File: config.mk
export PLATFORM = sky130hd
export DESIGN_NAME = fetch_stage
export DESIGN_NICKNAME = d
export VERILOG_FILES = /design/src/rtl/mips_pipe_pkg.sv /design/src/rtl/if_id_reg.sv /design/src/rtl/fetch_stage.sv
export SDC_FILE = /design/constraint.sdc
export NUM_CORES = 1
export LEC_CHECK = 0
export ABC_AREA = 0
export CAP_MARGIN = 20
export CORE_ASPECT_RATIO = 0.5
export CORE_MARGIN = 5
export CORE_UTILIZATION = 46
export DETAILED_ROUTE_END_ITERATION = 16
export GPL_TIMING_DRIVEN = 0
export PLACE_DENSITY = 0.85
export SLEW_MARGIN = 10
export SYNTH_ARGS = -nofsm -noshare
export SYNTH_HDL_FRONTEND = slang
export SYNTH_SLANG_ARGS = --single-unit
export TNS_END_PERCENT = 50
File: constraint.sdc
create_clock -name Clk -period 3.1 [get_ports Clk]
set_input_delay 0.93 -clock Clk [delete_from_list [all_inputs] [get_ports Clk]]
set_output_delay 0.93 -clock Clk [all_outputs]
set_load 0.02 [all_outputs]
File: src/rtl/mips_pipe_pkg.sv
// Shared constants and next-PC select encoding for the MIPS pipeline front end.
package mips_pipe_pkg;

  localparam int INST_W     = 32;
  localparam int ADDR_W     = 32;
  localparam int JUMP_IDX_W = 26;

  localparam logic [INST_W-1:0] NOP_INST_DEF = 32'h0000_0000;
  localparam logic [ADDR_W-1:0] RESET_PC_DEF = 32'h0000_0000;

  typedef enum logic [1:0] {
    NPC_SEQ    = 2'd0,
    NPC_HOLD   = 2'd1,
    NPC_BRANCH = 2'd2,
    NPC_JUMP   = 2'd3
  } npc_sel_e;

endpackage

File: src/rtl/if_id_reg.sv
// IF/ID pipeline register: load a fetched word, clear to a bubble, or hold.
module if_id_reg
  import mips_pipe_pkg::*;
#(
  parameter logic [INST_W-1:0] NOP_INST = NOP_INST_DEF
) (
  input  logic              Clk,
  input  logic              Rst_n,
  input  logic              load,
  input  logic              clear,
  input  logic [INST_W-1:0] inst_in,
  input  logic [ADDR_W-1:0] pcplus4_in,
  output logic [INST_W-1:0] inst_out,
  output logic [ADDR_W-1:0] pcplus4_out,
  output logic              valid_out
);

  logic [INST_W-1:0] inst_q, inst_d;
  logic [ADDR_W-1:0] pcplus4_q, pcplus4_d;
  logic              valid_q, valid_d;

  // A bubble keeps the PC+4 of the squashed word so a later jump still sees a sane region.
  always_comb begin
    inst_d    = inst_q;
    pcplus4_d = pcplus4_q;
    valid_d   = valid_q;
    if (clear) begin
      inst_d    = NOP_INST;
      pcplus4_d = pcplus4_in;
      valid_d   = 1'b0;
    end else if (load) begin
      inst_d    = inst_in;
      pcplus4_d = pcplus4_in;
      valid_d   = 1'b1;
    end
  end

  always_ff @(posedge Clk) begin
    if (!Rst_n) begin
      inst_q    <= NOP_INST;
      pcplus4_q <= '0;
      valid_q   <= 1'b0;
    end else begin
      inst_q    <= inst_d;
      pcplus4_q <= pcplus4_d;
      valid_q   <= valid_d;
    end
  end

  assign inst_out    = inst_q;
  assign pcplus4_out = pcplus4_q;
  assign valid_out   = valid_q;

endmodule

File: src/rtl/fetch_stage.sv
// MIPS IF stage: PC register, next-PC priority mux and IF/ID register.
// Optional perf counters are built when FETCH_PERF_CNT_EN is defined.
module fetch_stage
  import mips_pipe_pkg::*;
#(
  parameter logic [ADDR_W-1:0] RESET_PC = RESET_PC_DEF,
  parameter logic [INST_W-1:0] NOP_INST = NOP_INST_DEF
`ifdef FETCH_PERF_CNT_EN
  ,
  parameter int CNT_W = 32
`endif
) (
  input  logic                  Clk,
  input  logic                  Rst_n,
  input  logic                  Stall,
  input  logic                  Flush,
  input  logic                  BranchTaken,
  input  logic [ADDR_W-1:0]     BranchTarget,
  input  logic                  Jump,
  input  logic [JUMP_IDX_W-1:0] JumpIndex,
  output logic [ADDR_W-1:0]     ImemAddr,
  input  logic [INST_W-1:0]     ImemData,
  output logic [INST_W-1:0]     IF_Inst,
  output logic [ADDR_W-1:0]     IF_PCplus4,
  output logic                  IF_Valid
`ifdef FETCH_PERF_CNT_EN
  ,
  output logic [CNT_W-1:0]      FetchCount,
  output logic [CNT_W-1:0]      BubbleCount
`endif
);

  logic [ADDR_W-1:0] pc_q, pc_d;
  logic [ADDR_W-1:0] pc_plus4, jump_target, branch_target;
  npc_sel_e          npc_sel;
  logic              ifid_load, ifid_clear;
  logic [1:0]        unused_bt_bits;

  assign pc_plus4      = pc_q + 32'd4;
  assign jump_target   = {IF_PCplus4[31:28], JumpIndex, 2'b00};
  assign branch_target = {BranchTarget[31:2], 2'b00};
  assign unused_bt_bits = BranchTarget[1:0];

  // Redirects outrank Flush and Stall so a wrong-path word never survives in IF/ID.
  always_comb begin
    npc_sel    = NPC_SEQ;
    ifid_load  = 1'b0;
    ifid_clear = 1'b0;
    if (Jump) begin
      npc_sel    = NPC_JUMP;
      ifid_clear = 1'b1;
    end else if (BranchTaken) begin
      npc_sel    = NPC_BRANCH;
      ifid_clear = 1'b1;
    end else if (Flush) begin
      npc_sel    = NPC_HOLD;
      ifid_clear = 1'b1;
    end else if (Stall) begin
      npc_sel    = NPC_HOLD;
    end else begin
      ifid_load  = 1'b1;
    end
  end

  always_comb begin
    pc_d = pc_plus4;
    case (npc_sel)
      NPC_SEQ:    pc_d = pc_plus4;
      NPC_HOLD:   pc_d = pc_q;
      NPC_BRANCH: pc_d = branch_target;
      NPC_JUMP:   pc_d = jump_target;
      default:    pc_d = pc_plus4;
    endcase
  end

  always_ff @(posedge Clk) begin
    if (!Rst_n) pc_q <= RESET_PC;
    else        pc_q <= pc_d;
  end

  assign ImemAddr = pc_q;

  if_id_reg #(
    .NOP_INST (NOP_INST)
  ) u_if_id (
    .Clk         (Clk),
    .Rst_n       (Rst_n),
    .load        (ifid_load),
    .clear       (ifid_clear),
    .inst_in     (ImemData),
    .pcplus4_in  (pc_plus4),
    .inst_out    (IF_Inst),
    .pcplus4_out (IF_PCplus4),
    .valid_out   (IF_Valid)
  );

`ifdef FETCH_PERF_CNT_EN
  logic [CNT_W-1:0] fetch_cnt_q, fetch_cnt_d;
  logic [CNT_W-1:0] bubble_cnt_q, bubble_cnt_d;

  always_comb begin
    fetch_cnt_d  = fetch_cnt_q;
    bubble_cnt_d = bubble_cnt_q;
    if (ifid_load && (fetch_cnt_q != '1))   fetch_cnt_d  = fetch_cnt_q + CNT_W'(1);
    if (ifid_clear && (bubble_cnt_q != '1)) bubble_cnt_d = bubble_cnt_q + CNT_W'(1);
  end

  always_ff @(posedge Clk) begin
    if (!Rst_n) begin
      fetch_cnt_q  <= '0;
      bubble_cnt_q <= '0;
    end else begin
      fetch_cnt_q  <= fetch_cnt_d;
      bubble_cnt_q <= bubble_cnt_d;
    end
  end

  assign FetchCount  = fetch_cnt_q;
  assign BubbleCount = bubble_cnt_q;
`endif

endmodule

==> Yosys cells after proc, flatten, opt, wreduce, memory -nomap -nowiden <==
Cells that the tools add are included.
{ "word_totals": {"ff_bits": 97, "word_cells": 26, "input_bits": 96, "out_inout_bits": 97} }
{ "op_classes": {"addsub": 1, "n_mux": 14, "n_eq_ne": 3, "bitwise_logic": 1, "n_reduce_logical": 3} }
{ "ops": {"columns": ["cell", "count"], "rows": [
  ["one-hot mux 32 bit (3 select lines)", 1],
  ["2-to-1 mux 32 bit", 2],
  ["adder 32 x 3 -> 32 bit, second input constant", 1],
  ["2-to-1 mux 1 bit", 9],
  ["== test 2 bit, second input constant", 2],
  ["2-to-1 mux 2 bit", 2],
  ["== test 2 x 1 -> 1 bit, second input constant", 1],
  ["zero test 2 bit", 1],
  ["nonzero test 2 bit", 1],
  ["OR reduction 2 bit", 1],
  ["NOT 1 bit", 1]
]} }

==> Depth between registers and ports, before layout <==
Gate-level depths: netlist of the first run.
{ "logic_depth": {"ltp_word": 6, "mapped_depth": 7} }

==> Modules after synthesis <==
Synthesis of the first run repeated with hierarchy kept, for this count alone.
{ "unflattened": {"hier_cells": 570, "hier_area_um2": 4868.4} }
{ "by_module_without_submodules": {"columns": ["module", "area_each_um2", "n_inst", "seq_area_each_um2", "cells_each"], "rows": [
  ["if_id_reg", 2486.1, 1, 1301.2, 254],
  ["fetch_stage", 2382.3, 1, 600.6, 316]
]} }

==> Worst setup path after synthesis of the first run <==
Ideal clock, no wire load.
{ "synth_path": {"kind": "input to register", "start": "input Jump", "end": "register u_if_id.inst_q[10], in the netlist u_if_id.inst_out[10]", "path_stages": 7, "t_arrival_ns": 2.298, "t_required_ns": 3.030, "path_slack_ns": 0.731, "path_buffers": 4, "cell_sequence": "clkbuf_1 > or2_2 > clkbuf_1 > or3_1 > clkbuf_1 > clkbuf_1 > a21oi_1"} }
{ "synth_between": {"elab_chain_len": 2, "word_cells_on_any_way": 3, "cone_classes": "2 x mux; 1 x reduce/logical"} }
{ "synth_rtl": {"columns": ["element", "line_no", "rtl"], "rows": [
  ["start, declared", "fetch_stage.sv:19", "input logic Jump,"],
  ["2-to-1 mux 1 bit", "fetch_stage.sv:49", "if (Jump) begin"],
  ["OR reduction 2 bit (no source line)", null, null],
  ["end signal, assigned", "if_id_reg.sv:44", "inst_q <= inst_d;"],
  ["end, declared", "if_id_reg.sv:18", "logic [INST_W-1:0] inst_q, inst_d;"]
]} }
Several ways; a longest one is shown, not always the timed one.
A chain may end at the register's enable or synchronous reset.

==> Final worst setup path of the first run <==
{ "layout_path": {"start": "input BranchTaken", "end": "register u_if_id.pcplus4_q[25], in the netlist u_if_id.pcplus4_out[25]"} }
{ "layout_between": {"elab_chain_len": 3, "word_cells_on_any_way": 6, "cone_classes": "5 x mux; 1 x reduce/logical"} }
{ "layout_rtl": {"columns": ["element", "line_no", "rtl"], "rows": [
  ["start, declared", "fetch_stage.sv:17", "input logic BranchTaken,"],
  ["2-to-1 mux 1 bit", "fetch_stage.sv:52", "end else if (BranchTaken) begin"],
  ["2-to-1 mux 1 bit", "fetch_stage.sv:49", null],
  ["2-to-1 mux 32 bit / nonzero test 2 bit (equally long branches)", null, null],
  ["end signal, assigned", "if_id_reg.sv:45", "pcplus4_q <= pcplus4_d;"],
  ["end, declared", "if_id_reg.sv:19", "logic [ADDR_W-1:0] pcplus4_q, pcplus4_d;"]
]} }
Several ways; a longest one is shown, not always the timed one.

==> reports/results.tsv, run 1 <==
stage	metric	value	unit
outcome	status	completed	
layout	Diodes inserted	0	
synth	post-synthesis cell area	0.004602	mm²
setup_path	critical path class	primary input to flop	
cts	clock slew at reported path FFs	0.07	ns
grt	grt ovf	0	
floorplanning	initial core utilization	47.92	%
sta	Final Hold Fails	0	
grt	vias in the first global route	5074	
placement	DP Worst Slack	-0.2333	ns
sta	period utilization	93.76	%
cts	clock tree buffer depth	2	
synth	synthesized flop and latch total	93	
layout	nets@finish	873	
synth	Synth Flop Type	dfxtp_1	
setup_path	Crit-path slowest cell	clkbuf_1	
setup_path	Worst Reg-to-Reg Cells	7	
drt	drt wl/cell	19.05	µm
min_path	WHS Path Cells	2	
floorplanning	chip height	80.73	µm
drt	initial DRC count	527	
layout	post-route core utilization	72.59	%
cts	H-tree levels	3	
setup_path	Top Family by Delay on Critical Path	buffers and inverters	
grt	global-route wire length before repair	27020	µm
setup_path	reg-to-reg startpoint	ImemAddr[2]	
cts	clock buffer count from CTS	9	
cts	cts repair resizes	0	
layout	share of layout cells above drive strength 1	6.530	%
layout	Final Instance Area	0.006970	mm²
sta	Setup violations, final	0	
floorplanning	Rows	25	
sta	RSZ-0062 raised after global routing	false	
cts	CTS tree	yes	
setup_path	CP Cell Sequence	clkdlybuf4s50_1, buf_6, nor2_1, nand3b_1, buf_1, clkbuf_1, a21oi_1	
pwr	Pleak	2.351	nW
drt	DRC viols	0	
floorplanning	io pins	193	
drt	Antenna Violating Nets Remaining	0	
synth	register area share after synthesis	40.46	%
grt	GRT Total Usage	28.58	%
setup_path	FF-to-FF setup slack	0.78	ns
drt	vias	5271	
drt	drt pass-1 iters	6	
setup_path	Arr. time, crit path	3.10	ns
setup_path	worst setup path start	BranchTaken	
cts	Post-CTS Setup Bufs	0	
sta	f_max	0.3441	GHz
min_path	Hold Path Sink	u_if_id.valid_out	
placement	DP Wirelength	12880	µm
drt	average vias per placed instance	5.754	
flow_run	max_cap viols	0	
sta	max-slew violations	0	
setup_path	Crit. End Element	flop	
sta	slew margin rel.	46.65	%
synth	Netlist cell types	64	
placement	Final Wtd Congestion	0.9495	
setup_path	reg2reg end	ImemAddr[30]	
floorplanning	DIE AREA	0.01223	mm²
grt	pin count of the biggest net entering global routing	16	
sta	final worst slack	0.1936	ns
synth	Yosys Warn Count	0	
synth	syn avg cell area	7.989	µm²
pwr	Tot Pwr	3.071	mW
layout	synth-to-layout area growth	51.47	%
floorplanning	Die Wd	151.5	µm
pwr	Max VDD drop	0.3175	mV
sta	Period minus WS final	2.906	ns
cts	clk sink count	93	
setup_path	CP max FO	10	
drt	final WL	17450	µm
cts	Clock Root Buffer	clkbuf_16	
setup_path	CP Data Required Time	3.29	ns
grt	initial antenna violation count	0	
synth	post-synthesis instance total	576	
synth	asr flop ratio synth	0	%
min_path	Worst Hold Class	flop to flop	
setup_path	Max stage delay on crit path	0.57	ns
pwr	P per Cell Area	440.5	mW/mm²
floorplanning	core area	0.009603	mm²
layout	fin cells	916	
sta	Worst-Margin Slew	0.7942	ns
cts	Clk Latency, worst-skew pair	0.34	ns
cts	hold buffer count at CTS	0	
setup_path	critical path buffer and inverter count	4	
placement	placed cell count	900	
sta	Worst Skew	0.004148	ns
min_path	Min-Delay Startpoint	u_if_id.valid_out	
placement	Cell Area, Placed	0.006641	mm²
setup_path	Worst setup SP type	primary input	
synth	number of synthesized flops with an enable pin	0	
placement	I/O Buffers	185	
-- per-layer routing --
| layer | GRT usage (%) | vias up | part of all wire, % |
|---|---|---|---|
| met5 | 0 | - | 0 |
| met4 | 9.946 | 0 | 2.7 |
| met3 | 10.26 | 42 | 13 |
| met2 | 45.55 | 332 | 46 |
| met1 | 35.98 | 2449 | 39 |
| li1 | - | 2448 | - |
-- cells in the mapped netlist, types with 3 or more instances --
library cell,n,area [µm²]
a21oi_1,67,335.3
a22o_1,4,35.03
nand3b_1,3,22.52
xor2_1,6,52.55
nor2_1,33,123.9
nand2_1,94,352.8
nand2b_1,3,18.77
o22ai_1,6,37.54
buf_4,4,30.03
clkbuf_2,3,15.01
o21ai_0,38,190.2
dfxtp_1,93,1862
or3_1,4,25.02
nor3_2,3,30.03
a221oi_1,3,26.28
a31oi_1,7,43.79
and4_1,4,35.03
and3_1,4,25.02
nor2b_1,6,37.54
o21a_1,3,22.52
inv_1,10,37.54
a22oi_1,11,82.58
nor4_1,7,43.79
o31a_1,6,52.55
clkbuf_1,31,116.4
xnor2_1,22,192.7
buf_6,5,56.30
o211ai_1,3,22.52
mux2i_1,5,50.05
nand4_1,6,37.54
nand3_1,11,55.05
nor3_1,14,70.07
a211oi_1,15,112.6
-- flip-flops by register name, summed over array words and instances (netlist names) --
register	flops
ImemAddr	30
u_if_id.valid_out	1
u_if_id.inst_out	32
u_if_id.pcplus4_out	30
-- layout by cell type (no fill, tap or decap), types with 14 or more instances in the layout --
cell type,count
a211oi_1,15
a21oi_1,67
clkbuf_1,30
clkdlybuf4s50_1,185
dfxtp_1,93
nand2_1,94
nor2_1,33
nor3_1,14
o21ai_0,38
xnor2_1,22
-- where the power goes --
| group | switching (mW) | leakage, nW | internal (mW) |
|---|---|---|---|
| clock network | 0.482 | 0.152 | 0.731 |
| logic | 0.276 | 1.44 | 0.283 |
| registers | 0.0538 | 0.759 | 1.24 |
| total | 0.813 | 2.35 | 2.26 |
-- cells by family after synthesis --
family	count (synthesis)	synth area share, %
simple gates	208	22.16
compound gates	179	23.95
flops	93	40.46
buf+inv	60	6.416
xor+xnor	28	5.329
mux	6	1.332
fa+ha+maj	1	0.2718
other cells	1	0.08149
-- worst reg2reg max path, stage by stage (launching register included) --
cell     delay [ns]
dfxtp_1        0.49
ha_1           0.35
and4_2         0.33
nand4_2        0.20
buf_2          0.26
nor4_1         0.33
o21ai_0        0.13
a21oi_1        0.17
-- layout make-up --
cell class | instances | area [µm²]
Buffer | 49 | 256.5
Clock buffer | 11 | 242.7
Clock inverter | 5 | 83.83
Fill cell | 786 | 2633
Inverter | 11 | 41.29
Multi-Input combinational cell | 426 | 2456
Sequential cell | 93 | 1862
Tap cell | 135 | 168.9
Timing Repair Buffer | 186 | 1859
-- through the flow --
stage          TNS (ns)  hold slack, ns
2_1_floorplan         0          0.5220
3_3_place_gp     -6.576          0.4346
3_5_place_dp     -5.298          0.4366
4_1_cts               0          0.4550
5_1_grt               0          0.4719
6_report              0          0.4490
-- worst max-delay path by stage --
stage	end	slack [ns]	cells after the start
after floorplan	u_if_id.inst_out[10]	0.73	7
after detailed placement	u_if_id.pcplus4_out[30]	-0.23	8
after global routing	u_if_id.inst_out[30]	0.05	7
after global placement	u_if_id.pcplus4_out[30]	-0.22	8
final	u_if_id.pcplus4_out[25]	0.19	7
after CTS	u_if_id.pcplus4_out[30]	0.12	8
No activity file was read; power rests on OpenSTA's default activity.
==> inputs of run 2 (changes only) <==
--- a/config.mk
+++ b/config.mk
@@ -9,10 +9,13 @@
 export CAP_MARGIN = 20
 export CORE_ASPECT_RATIO = 0.5
 export CORE_MARGIN = 5
-export CORE_UTILIZATION = 46
+export CORE_UTILIZATION = 65
 export DETAILED_ROUTE_END_ITERATION = 16
+export DONT_BUFFER_PORTS = 1
+export GPL_ROUTABILITY_DRIVEN = 0
 export GPL_TIMING_DRIVEN = 0
-export PLACE_DENSITY = 0.85
+export PLACE_DENSITY = 0.81
+export RECOVER_POWER = 50
 export SLEW_MARGIN = 10
 export SYNTH_ARGS = -nofsm -noshare
 export SYNTH_HDL_FRONTEND = slang
==> reports/results.tsv, run 2 (synthesis results as in run 1) <==
stage	metric	value	unit
outcome	status	completed	
sta	max-slew violations	0	
grt	grt ovf	0	
grt	pin count of the biggest net entering global routing	14	
sta	RSZ-0062 raised after global routing	false	
setup_path	Worst Reg-to-Reg Cells	7	
pwr	P per Cell Area	542.1	mW/mm²
cts	CTS tree	yes	
placement	I/O Buffers	0	
sta	Worst Skew	0.003682	ns
floorplanning	DIE AREA	0.008965	mm²
grt	global-route wire length before repair	22820	µm
sta	period utilization	85.48	%
sta	Final Hold Fails	0	
drt	drt pass-1 iters	7	
floorplanning	io pins	193	
floorplanning	Rows	21	
pwr	Pleak	1.648	nW
drt	drt wl/cell	21.96	µm
sta	Period minus WS final	2.650	ns
grt	vias in the first global route	4393	
sta	f_max	0.3774	GHz
cts	clock slew at reported path FFs	0.06	ns
layout	commonest non-fill, non-tap cell in the layout	nand2_1	
sta	Setup violations, final	0	
setup_path	CP max FO	10	
setup_path	critical path class	primary input to flop	
layout	max FFs per register	32	
floorplanning	chip height	69.50	µm
floorplanning	core area	0.006779	mm²
cts	clock tree buffer depth	2	
setup_path	Crit-path slowest cell	clkbuf_1	
placement	placed cell count	672	
cts	H-tree levels	3	
layout	most frequent cells in the layout	94 x nand2_1, 93 x dfxtp_1, 67 x a21oi_1	
cts	Clk Latency, worst-skew pair	0.34	ns
layout	synth-to-layout area growth	8.972	%
setup_path	CP Cell Sequence	clkbuf_1, nor2_1, nand3b_1, buf_1, clkbuf_1, o21ai_0, a21oi_1	
drt	initial DRC count	544	
cts	clock buffer count from CTS	9	
sta	setup tns final	0	ns
flow_run	max_cap viols	0	
min_path	Worst Hold Class	flop to flop	
setup_path	Crit. End Element	flop	
floorplanning	initial core utilization	67.88	%
layout	fin cells	686	
drt	Antenna Violating Nets Remaining	0	
setup_path	Max stage delay on crit path	0.53	ns
setup_path	Worst setup SP type	primary input	
setup_path	Arr. time, crit path	2.92	ns
pwr	Max VDD drop	0.4002	mV
cts	Post-CTS Setup Bufs	0	
cts	hold buffer count at CTS	0	
drt	final WL	15060	µm
placement	DP Wirelength	10860	µm
grt	GRT Total Usage	32.07	%
drt	average vias per placed instance	6.596	
layout	Diodes inserted	0	
drt	DRC viols	0	
cts	clk sink count	93	
setup_path	CP most frequent cell	clkbuf_1	
layout	nets@finish	688	
grt	initial antenna violation count	1	
cts	cts repair resizes	0	
floorplanning	Die Wd	129.0	µm
cts	Clock Root Buffer	clkbuf_16	
drt	vias	4525	
layout	share of layout cells above drive strength 1	7.744	%
sta	slew margin rel.	52.37	%
setup_path	CP Data Required Time	3.37	ns
min_path	WHS Path Cells	2	
sta	Worst-Margin Slew	0.7144	ns
[run 2: layout make-up]
cell class / count / area [µm²]
well taps: 92 / 115.1
clock buffers: 12 / 246.5
repair buffers: 1 / 5.005
flip-flops and latches: 93 / 1862
multi-input cells: 426 / 2456
inverters: 11 / 41.29
clock inverters: 2 / 35.03
fillers: 557 / 1764
plain buffers: 49 / 254.0
[run 2: path summary, 6_finish.rpt]
path / slack, ns / end / from
min reg2reg: 0.56 / u_if_id.inst_out[12] / u_if_id.inst_out[12]
max reg2reg: 0.60 / ImemAddr[30] / ImemAddr[2]
min: 0.56 / u_if_id.inst_out[12] / u_if_id.inst_out[12]
max: 0.45 / u_if_id.pcplus4_out[28] / Jump
[run 2: report_power, final]
group	switching (mW)	total, mW	internal [mW]	leakage [nW]
registers	0.120	1.36	1.24	0.759
logic	0.168	0.274	0.106	0.750
clock network	0.443	1.08	0.637	0.139
[run 2: layer usage]
metal  part of all wire, %  up-vias  GRT usage (%)
li1                      -     2068              -
met1                    37     2094          38.73
met2                    45      326          50.11
met3                    15       35          14.92
met4                   2.0        2          11.29
met5                  0.12        -              0
[run 2: worst max-delay path, delay by kind of cell]
kind	cells	cell delay (ns)
buf+inv	3	1.27
simple gates	2	0.36
compound gates	2	0.35
[run 2: through the flow]
stage	hold slack [ns]	worst slack [ns]	cell area [µm²]	power [mW]	util [%]
6_report	0.5560	0.4500	5015	2.718	73.98
5_1_grt	0.5754	0.2669	5015	2.804	73.98
4_1_cts	0.5607	0.5319	5015	2.709	73.98
3_5_place_dp	0.5525	0.1853	4733	1.652	69.82
3_3_place_gp	0.5473	0.1874	4728	1.645	69.75
2_1_floorplan	0.5220	0.7311	4613	1.575	-
